`config.mk`:
```
export PLATFORM = sky130hd
export DESIGN_NAME = vga_scan_timing_flat
export DESIGN_NICKNAME = d
export VERILOG_FILES = /design/src/rtl/vga_timing_pkg.sv /design/src/rtl/vga_scan_timing_if.sv /design/src/rtl/vga_axis_counter.sv /design/src/rtl/vga_scan_timing.sv /design/src/flat_wrapper.sv
export SDC_FILE = /design/constraint.sdc
export NUM_CORES = 1
export LEC_CHECK = 0
export CORE_MARGIN = 2
export CORE_UTILIZATION = 55
export DETAILED_ROUTE_END_ITERATION = 12
export DONT_BUFFER_PORTS = 1
export PLACE_DENSITY = 0.7
export SETUP_SLACK_MARGIN = 0.3
export SLEW_MARGIN = 25
export SYNTH_ARGS = -nofsm -noshare
export SYNTH_HDL_FRONTEND = slang
export SYNTH_SLANG_ARGS = --single-unit
```
`constraint.sdc`:
```
create_clock -name vga_clk -period 3.6 [get_ports vga_clk]
set_input_delay 0.54 -clock vga_clk [delete_from_list [all_inputs] [get_ports vga_clk]]
set_output_delay 0.54 -clock vga_clk [all_outputs]
set_load 0.02 [all_outputs]
```
`src/rtl/vga_timing_pkg.sv`:
```
// Shared timing constants, axis FSM states and total-length helper for the
// 640x480@60 scan generator.
package vga_timing_pkg;

  localparam int unsigned H_ACTIVE_DEF = 640;
  localparam int unsigned H_FP_DEF     = 16;
  localparam int unsigned H_SYNC_DEF   = 96;
  localparam int unsigned H_BP_DEF     = 48;
  localparam int unsigned V_ACTIVE_DEF = 480;
  localparam int unsigned V_FP_DEF     = 10;
  localparam int unsigned V_SYNC_DEF   = 2;
  localparam int unsigned V_BP_DEF     = 33;

  typedef enum logic [1:0] {ACTIVE, FRONT, SYNC, BACK} axis_state_t;

  function automatic int unsigned axis_total(input int unsigned active, input int unsigned fp,
                                             input int unsigned sync, input int unsigned bp);
    return active + fp + sync + bp;
  endfunction

endpackage

```
`src/rtl/vga_scan_timing_if.sv`:
```
// Scan outputs bundle: counters and blank feed the renderers, syncs go to the connector.
interface vga_scan_timing_if;

  logic [9:0] DrawX;
  logic [9:0] DrawY;
  logic       blank;
  logic       hs;
  logic       vs;
  logic       frame_end;
  logic [7:0] frame_count;

  modport master (output DrawX, DrawY, blank, hs, vs, frame_end, frame_count);
  modport slave  (input  DrawX, DrawY, blank, hs, vs, frame_end, frame_count);

endinterface

```
`src/rtl/vga_axis_counter.sv`:
```
// One scan axis: a wrapping 10-bit counter plus an ACTIVE/FRONT/SYNC/BACK region FSM
// whose state always describes the region the current count sits in.
module vga_axis_counter
  import vga_timing_pkg::*;
#(
  parameter int unsigned ACTIVE_LEN = H_ACTIVE_DEF,
  parameter int unsigned FP_LEN     = H_FP_DEF,
  parameter int unsigned SYNC_LEN   = H_SYNC_DEF,
  parameter int unsigned BP_LEN     = H_BP_DEF
) (
  input  logic        vga_clk,
  input  logic        reset_n,
  input  logic        advance,
  output logic [9:0]  count,
  output axis_state_t state,
  output logic        wrap
);

  localparam int unsigned TOTAL = axis_total(ACTIVE_LEN, FP_LEN, SYNC_LEN, BP_LEN);
  localparam logic [9:0] LAST     = 10'(TOTAL - 1);
  localparam logic [9:0] FRONT_AT = 10'(ACTIVE_LEN);
  localparam logic [9:0] SYNC_AT  = 10'(ACTIVE_LEN + FP_LEN);
  localparam logic [9:0] BACK_AT  = 10'(ACTIVE_LEN + FP_LEN + SYNC_LEN);

  if (TOTAL > 1024 || TOTAL < 2) begin : g_bad_total
    $error("vga_axis_counter: axis total must be 2..1024");
  end

  logic [9:0]  count_d;
  axis_state_t state_d;

  assign wrap = advance && (count == LAST);

  always_ff @(posedge vga_clk or negedge reset_n) begin
    if (!reset_n) begin
      count <= '0;
      state <= ACTIVE;
    end else begin
      count <= count_d;
      state <= state_d;
    end
  end

  // Region transitions key off the count we are about to enter, keeping state aligned with count.
  always_comb begin
    count_d = count;
    state_d = state;
    if (advance) begin
      count_d = wrap ? '0 : count + 10'd1;
      case (state)
        ACTIVE:  if (count_d == FRONT_AT) state_d = FRONT;
        FRONT:   if (count_d == SYNC_AT)  state_d = SYNC;
        SYNC:    if (count_d == BACK_AT)  state_d = BACK;
        BACK:    if (count_d == '0)       state_d = ACTIVE;
        default: state_d = ACTIVE;
      endcase
    end
  end

endmodule

```
`src/rtl/vga_scan_timing.sv`:
```
// 640x480@60 scan timing: raw counters/blank for the renderers, syncs delayed one clock
// to line up with the renderers' colour register, plus frame tick and frame counter.
module vga_scan_timing
  import vga_timing_pkg::*;
#(
  parameter int unsigned H_ACTIVE = H_ACTIVE_DEF,
  parameter int unsigned H_FP     = H_FP_DEF,
  parameter int unsigned H_SYNC   = H_SYNC_DEF,
  parameter int unsigned H_BP     = H_BP_DEF,
  parameter int unsigned V_ACTIVE = V_ACTIVE_DEF,
  parameter int unsigned V_FP     = V_FP_DEF,
  parameter int unsigned V_SYNC   = V_SYNC_DEF,
  parameter int unsigned V_BP     = V_BP_DEF,
  parameter logic        HS_POL   = 1'b0,
  parameter logic        VS_POL   = 1'b0
) (
  input  logic          vga_clk,
  input  logic          reset_n,
  vga_scan_timing_if.master vga
);

  logic [9:0]  h_count, v_count;
  axis_state_t h_state, v_state;
  logic        h_wrap, v_wrap;
  logic        hs_q, vs_q, frame_end_q;
  logic [7:0]  frame_count_q;

  vga_axis_counter #(
    .ACTIVE_LEN(H_ACTIVE), .FP_LEN(H_FP), .SYNC_LEN(H_SYNC), .BP_LEN(H_BP)
  ) u_h_axis (
    .vga_clk(vga_clk), .reset_n(reset_n), .advance(1'b1),
    .count(h_count), .state(h_state), .wrap(h_wrap)
  );

  // Vertical axis steps once per line, on the horizontal wrap.
  vga_axis_counter #(
    .ACTIVE_LEN(V_ACTIVE), .FP_LEN(V_FP), .SYNC_LEN(V_SYNC), .BP_LEN(V_BP)
  ) u_v_axis (
    .vga_clk(vga_clk), .reset_n(reset_n), .advance(h_wrap),
    .count(v_count), .state(v_state), .wrap(v_wrap)
  );

  always_ff @(posedge vga_clk or negedge reset_n) begin
    if (!reset_n) begin
      hs_q          <= ~HS_POL;
      vs_q          <= ~VS_POL;
      frame_end_q   <= 1'b0;
      frame_count_q <= '0;
    end else begin
      hs_q        <= (h_state == SYNC) ? HS_POL : ~HS_POL;
      vs_q        <= (v_state == SYNC) ? VS_POL : ~VS_POL;
      frame_end_q <= (h_count == '0) && (v_count == 10'(V_ACTIVE));
      if (h_wrap && v_wrap) frame_count_q <= frame_count_q + 8'd1;
    end
  end

  assign vga.DrawX       = h_count;
  assign vga.DrawY       = v_count;
  assign vga.blank       = (h_state == ACTIVE) && (v_state == ACTIVE);
  assign vga.hs          = hs_q;
  assign vga.vs          = vs_q;
  assign vga.frame_end   = frame_end_q;
  assign vga.frame_count = frame_count_q;

endmodule

```
`src/flat_wrapper.sv`:
```
// flat-port wrapper written by rule: the top's interface ports become plain ports
module vga_scan_timing_flat import vga_timing_pkg::*;
#(
  parameter int unsigned H_ACTIVE = H_ACTIVE_DEF,
  parameter int unsigned H_FP     = H_FP_DEF,
  parameter int unsigned H_SYNC   = H_SYNC_DEF,
  parameter int unsigned H_BP     = H_BP_DEF,
  parameter int unsigned V_ACTIVE = V_ACTIVE_DEF,
  parameter int unsigned V_FP     = V_FP_DEF,
  parameter int unsigned V_SYNC   = V_SYNC_DEF,
  parameter int unsigned V_BP     = V_BP_DEF,
  parameter logic        HS_POL   = 1'b0,
  parameter logic        VS_POL   = 1'b0
)
  (vga_clk, reset_n, vga_DrawX, vga_DrawY, vga_blank, vga_hs, vga_vs, vga_frame_end, vga_frame_count);
  vga_scan_timing_if vga_i ();
  input  logic vga_clk;
  input  logic reset_n;
  output wire logic [$bits(vga_i.DrawX)-1:0] vga_DrawX;
  output wire logic [$bits(vga_i.DrawY)-1:0] vga_DrawY;
  output wire logic [$bits(vga_i.blank)-1:0] vga_blank;
  output wire logic [$bits(vga_i.hs)-1:0] vga_hs;
  output wire logic [$bits(vga_i.vs)-1:0] vga_vs;
  output wire logic [$bits(vga_i.frame_end)-1:0] vga_frame_end;
  output wire logic [$bits(vga_i.frame_count)-1:0] vga_frame_count;
  assign vga_DrawX = vga_i.DrawX;
  assign vga_DrawY = vga_i.DrawY;
  assign vga_blank = vga_i.blank;
  assign vga_hs = vga_i.hs;
  assign vga_vs = vga_i.vs;
  assign vga_frame_end = vga_i.frame_end;
  assign vga_frame_count = vga_i.frame_count;
  vga_scan_timing #(.H_ACTIVE(H_ACTIVE), .H_FP(H_FP), .H_SYNC(H_SYNC), .H_BP(H_BP), .V_ACTIVE(V_ACTIVE), .V_FP(V_FP), .V_SYNC(V_SYNC), .V_BP(V_BP), .HS_POL(HS_POL), .VS_POL(VS_POL)) u_core (.vga_clk(vga_clk), .reset_n(reset_n), .vga(vga_i));
endmodule
```
* Word-level counts from Yosys, hierarchy flattened
Index checks and enable logic that the tools add are counted.
** Storage, ports and cells
- Bits of input ports :: 2
- Bits in registers :: 35
- Logic and storage cells :: 59
- Output and inout bits :: 32
** Cells by class
- Add/subtract/negate cells :: 3
- Reduce and logical (&&, ||, !) cells :: 11
- Equality and inequality tests :: 23
- Multiplexer cells :: 14
** Operators by type and width (number)
- $eq A10 B10 Y1 const B :: 5
- $eq A10 B9 Y1 const B :: 4
- $logic_not A10 Y1 :: 3
- $add A10 B1 Y10 const B :: 2
- $mux W10 :: 2
- $mux W2 :: 8
- $ne A2 B2 Y1 const B :: 8
- $pmux W2 S4 :: 2
- $add A8 B1 Y8 const B :: 1
- $eq A2 B2 Y1 const B :: 4
- $reduce_and A5 Y1 :: 1
- $eq A2 B1 Y1 const B :: 2
- $logic_and A1 B1 Y1 :: 4
- $logic_not A2 Y1 :: 2
- $reduce_and A4 Y1 :: 1
- $mux W1 :: 2

* Depth between registers and ports, before layout
- Depth in word-level cells :: 6
- Mapped depth :: 8
- Mapped depth without buffers :: 8

* Modules after synthesis
Synthesis repeated with hierarchy kept, for this count alone.
** Second synthesis, totals
- Cells, all modules :: 279
- Area, all modules :: 2563.7 sq um
** By module, submodules not included
- vga_axis_counter at u_core.u_v_axis :: area each 1118.6 sq um, instances 1, cells each 126
- vga_axis_counter at u_core.u_h_axis :: area each 944.7 sq um, instances 1, cells each 109
- vga_scan_timing :: area each 500.5 sq um, instances 1, cells each 44

* Worst setup path before layout
Ideal clock, no wire load.
- Kind :: reg2reg
- From :: register u_core.u_h_axis.count[6]
- To :: register u_core.u_v_axis.state[1]
- Stages on the path, launching flop included :: 9
- Library setup time :: 125 ps
- Arrival :: 2378 ps
- Data required time :: 3475 ps
- Path buffers :: 2
- Slack :: 1097 ps
- Path through :: dfrtp_1 -> buf_6 -> or3_4 -> or3_1 -> buf_2 -> or2_4 -> a22oi_2 -> o2111ai_2 -> mux2_4
** On the way
- Word-level cells in the longest chain between the ends :: 6
- Elaborated cells on any way between the ends :: 12
- Those cells by class :: 8 x eq/ne; 1 x mux; 3 x reduce/logical
** RTL lines
- start: declaration :: RTL line vga_axis_counter.sv:14 : output logic [9:0] count,
- start signal: assignment :: RTL line vga_axis_counter.sv:39 : count <= count_d;
- $eq A10 B10 Y1 * :: RTL line vga_axis_counter.sv:32 : assign wrap = advance && (count == LAST);
- $logic_and A1 B1 Y1 :: RTL line vga_axis_counter.sv:32
- $mux W10 :: RTL line vga_axis_counter.sv:49 : count_d = wrap ? '0 : count + 10'd1;
- $eq A10 B9 Y1, or another cell as far along :: RTL line vga_axis_counter.sv:53 : SYNC: if (count_d == BACK_AT) state_d = BACK;
- $ne A2 B2 Y1 (no source line)
- $reduce_and A5 Y1 (no source line) *
- end signal: assignment :: RTL line vga_axis_counter.sv:40 : state <= state_d;
- end: declaration :: RTL line vga_axis_counter.sv:15 : output axis_state_t state,
Every way passes the cells marked *; elsewhere a longest branch is shown, timed or not.
A chain may end at the register's enable or synchronous reset.

* Worst setup path after layout
- From :: register u_core.u_h_axis.count[0]
- To :: register u_core.u_v_axis.state[1]
The elaborated chain is that of the path after synthesis.

==> impl_results.md <==
* Outcome: completed
* ANT nets after route at 0
* Syn Nets at 243
* Synthesis-to-layout area growth at 5.82%
* Post-DP HPWL at 3240 µm
* Relative slew slack at 63.9%
* CP arrival at 2.87 ns
* Fin crit period at 2.69 ns
* Achievable Freq at 372 MHz
* EDFF count, synth at 0
* Sink Count at 35
* Crit path launch type: flip-flop
* Yosys reg bits at 35
* DRT iter0 DRCs at 168
* Post-DR vias/cell at 6.25
* Share of cells above drive strength 1 at 9.38%
* Synthesized cell area at about 2200 µm²
* Vias at 1,701
* Residual DRC count at 0
* Net Sw Frac at between 20% and 30%
* PostCTS Resize Cnt at 0
* Post-synthesis async set-or-reset flop share at 100%
* WL/cell at 16.7 µm
* # IOs at 34
* Clock network power share at 42.8%
* Setup TNS at 0 ns
* Core area at 3720 µm²
* Die area at 4470 µm²
* CTS tree: yes
* Sw Pwr at 152 µW
* Most used DFF post-synth: dfrtp_1
* R2R Path End: u_core.u_v_axis.state[1]
* I/O Buffers at 0
* FP Rows at 22
* Ant. Diodes at 0
* Syn_area_per_cell at 9.57 µm²
* Global-route wire length before repair at 7740 µm
* First-pass detailed-route iteration total at 4
* Clock Latency Late Sink at 0.29 ns
* CTS root buf: clkbuf_8
* Total Power at 704 µW
* Initial antenna violation count at 0
* Slew Limit Fails at 0
* Post-synthesis sequential area ratio at approximately two fifths
* YS warnings at 0
* Die height at 66.8 µm
* Max_cap viols at 0
* Nets at 239
* Final Hold Fails at 0
* Worst Reg2Reg Path Length in Cells at 7
* Unrepaired setup endpoints after global routing: false
* Req. time, crit path at 3.78 ns
* All-Layer GR Usage at 23.3%
* Max clock buf depth at 2
* Final wirelength at 4540 µm
* Post-CTS Setup Bufs at 0
* CTS buffer count at 5
* Largest net degree at the start of global routing at 34
* Worst hold path type: primary input to async pin
* Critical Path End Type: flip-flop
* Grt total ovfl at 0
* Final setup fails at 0
* Worst-Margin Slew at approximately 0.54 ns
* P_int at 551 µW
* R2R Setup Slk at 0.91 ns
* Die Wd at 66.8 µm
* Final worst slack at 0.909 ns
* H-tree levels at 2
* Type of the worst setup path: flip-flop to flip-flop
* Hold buffer count at CTS at 1
* Sequential Power Share at between 50% and 60%
* Netlist cell types at 50
* Leakage at 0.000961 µW
* Synth Instances at 227
* R2R Path Start: u_core.u_h_axis.count[0]
* Crit-path max FO at 7
* Setup Skew at 0.00880 ns
* Starting Density at 58.5%
* PwrDens at 306 nW/µm²
* Setup WS pre-CTS at 0.937 ns
* Logic pwr share at 1.3%
* Vias in the first global route at 1,660
* Clock-pin slew on the worst setup and hold paths at 0.08 ns
* Final Cycle Share at 74.7%
* Final Wtd Congestion at 0.843
* VDD IR-drop max at 0.159 mV
[metal layers]
metal,GRT usage [%],vias up,share of wire [%]
met4,9.95,0,2.1
met1,29.3,810,42
li1,-,814,-
met5,0,-,0
met3,6.59,10,7.8
met2,37.4,67,48
[worst max path at each step]
stage                             start                       end  slack (ns)  cells past startpoint
2_1_floorplan  u_core.u_h_axis.count[6]  u_core.u_v_axis.state[1]        1.10                      8
3_3_place_gp   u_core.u_h_axis.count[0]  u_core.u_v_axis.state[1]        0.99                      7
3_5_place_dp   u_core.u_h_axis.count[0]  u_core.u_v_axis.state[1]        0.94                      7
4_1_cts        u_core.u_h_axis.count[0]  u_core.u_v_axis.state[1]        0.90                      7
5_1_grt        u_core.u_h_axis.count[2]  u_core.u_h_axis.state[1]        0.68                      7
6_report       u_core.u_h_axis.count[0]  u_core.u_v_axis.state[1]        0.91                      7
[layout make-up]
class | count | area, µm²
fillers | 334 | 1420
multi-input cells | 166 | 1180
flip-flops and latches | 35 | 878
clock buffers | 6 | 82.6
well taps | 48 | 60.1
inverters | 13 | 48.8
repair buffers | 2 | 27.5
clock inverters | 2 | 16.3
[sequential cells by signal, summed over array words and instances (netlist names)]
signal	flops
u_core.vga.frame_count	8
u_core.vga.hs	1
u_core.vga.vs	1
u_core.u_h_axis.state	2
u_core.vga.frame_end	1
u_core.u_v_axis.count	10
u_core.u_h_axis.count	10
u_core.u_v_axis.state	2
[placed cells by master (no fill, tap or decap), types with 2 or more instances in the layout]
cell,synthesis,layout
nand2b_1,2,2
a21oi_1,4,4
nor4_1,4,4
or4_1,2,2
dfrtp_1,33,33
nor2_1,14,14
o21ai_0,10,10
mux2i_1,3,3
and4_1,5,5
mux2_2,2,2
nand3_1,15,15
o31ai_1,4,4
nor3_1,2,2
and3b_1,2,2
a211oi_1,2,2
and2_1,2,2
ha_1,14,14
o41ai_1,3,3
xnor2_1,15,15
nand4_1,10,10
clkbuf_8,0,6
dfstp_2,2,2
or3_1,5,5
inv_1,13,13
xor2_1,6,6
and3_1,2,2
nand2_1,15,15
o211ai_1,3,3
[stage by stage]
| stage | hold WS, ns | utilization, % | std cells | instance area, µm² |
|---|---|---|---|---|
| 2_1_floorplan | 0.244 | - | 227 | 2170 |
| 3_3_place_gp | 0.245 | 58.7 | 263 | 2180 |
| 3_5_place_dp | 0.245 | 58.7 | 263 | 2180 |
| 4_1_cts | 0.0650 | 61.9 | 272 | 2300 |
| 5_1_grt | 0.0661 | 61.9 | 272 | 2300 |
| 6_report | 0.0681 | 61.9 | 272 | 2300 |
[power by group through the flow]
| stage | logic (µW) | clock network, µW | registers (µW) |
|---|---|---|---|
| 2_1_floorplan | 0.000458 | 0 | 401 |
| 3_3_place_gp | 0.000436 | 0 | 401 |
| 3_5_place_dp | 0.000436 | 0 | 401 |
| 4_1_cts | 9.88 | 317 | 393 |
| 5_1_grt | 10.9 | 334 | 393 |
| 6_report | 9.22 | 301 | 393 |
[critical path, cell delays in order, from the launching register on]
cell and delay, ns:
dfrtp_1 0.52, ha_1 0.32, nand4_1 0.21, or3_1 0.55
or2_4 0.30, a22oi_2 0.16, o2111ai_2 0.18, mux2_4 0.32
[Yosys cell counts, types with 2 or more instances]
master     n  area (µm²)
o21ai_0   10        50.1
nand4_1   10        62.6
nand2b_1   2        12.5
a211oi_1   2        15.0
and2_1     2        12.5
ha_1      14         175
buf_2      3        15.0
or3_1      5        31.3
and3_1     2        12.5
dfstp_2    2        52.6
nand3_1   15        75.1
mux2_2     2        22.5
a21oi_1    4        20.0
clkbuf_1   9        33.8
nor2_1    14        52.6
o31ai_1    4        30.0
and4_1     5        43.8
o211ai_1   3        22.5
nand2_1   15        56.3
nor3_1     2        10.0
and3b_1    2        17.5
nor4_1     4        25.0
dfrtp_1   33         826
xnor2_1   15         131
inv_1     13        48.8
xor2_1     6        52.6
or4_1      2        15.0
o41ai_1    3        26.3
mux2i_1    3        30.0
[kinds of logic (layout without fill, tap and decap cells)]
logic type | after synthesis | count (layout) | share of synthesized area [%]
XOR/XNOR | 21 | 21 | 8.47
AND/OR/NAND/NOR | 86 | 86 | 21.9
flip-flops | 35 | 35 | 40.4
adder cells (fa/ha/maj) | 14 | 14 | 8.06
AO/OA/AOI/OAI | 39 | 39 | 13.0
buffers and inverters | 26 | 23 | 5.01
multiplexers | 6 | 6 | 3.11
(Power assumes the default switching activity.)
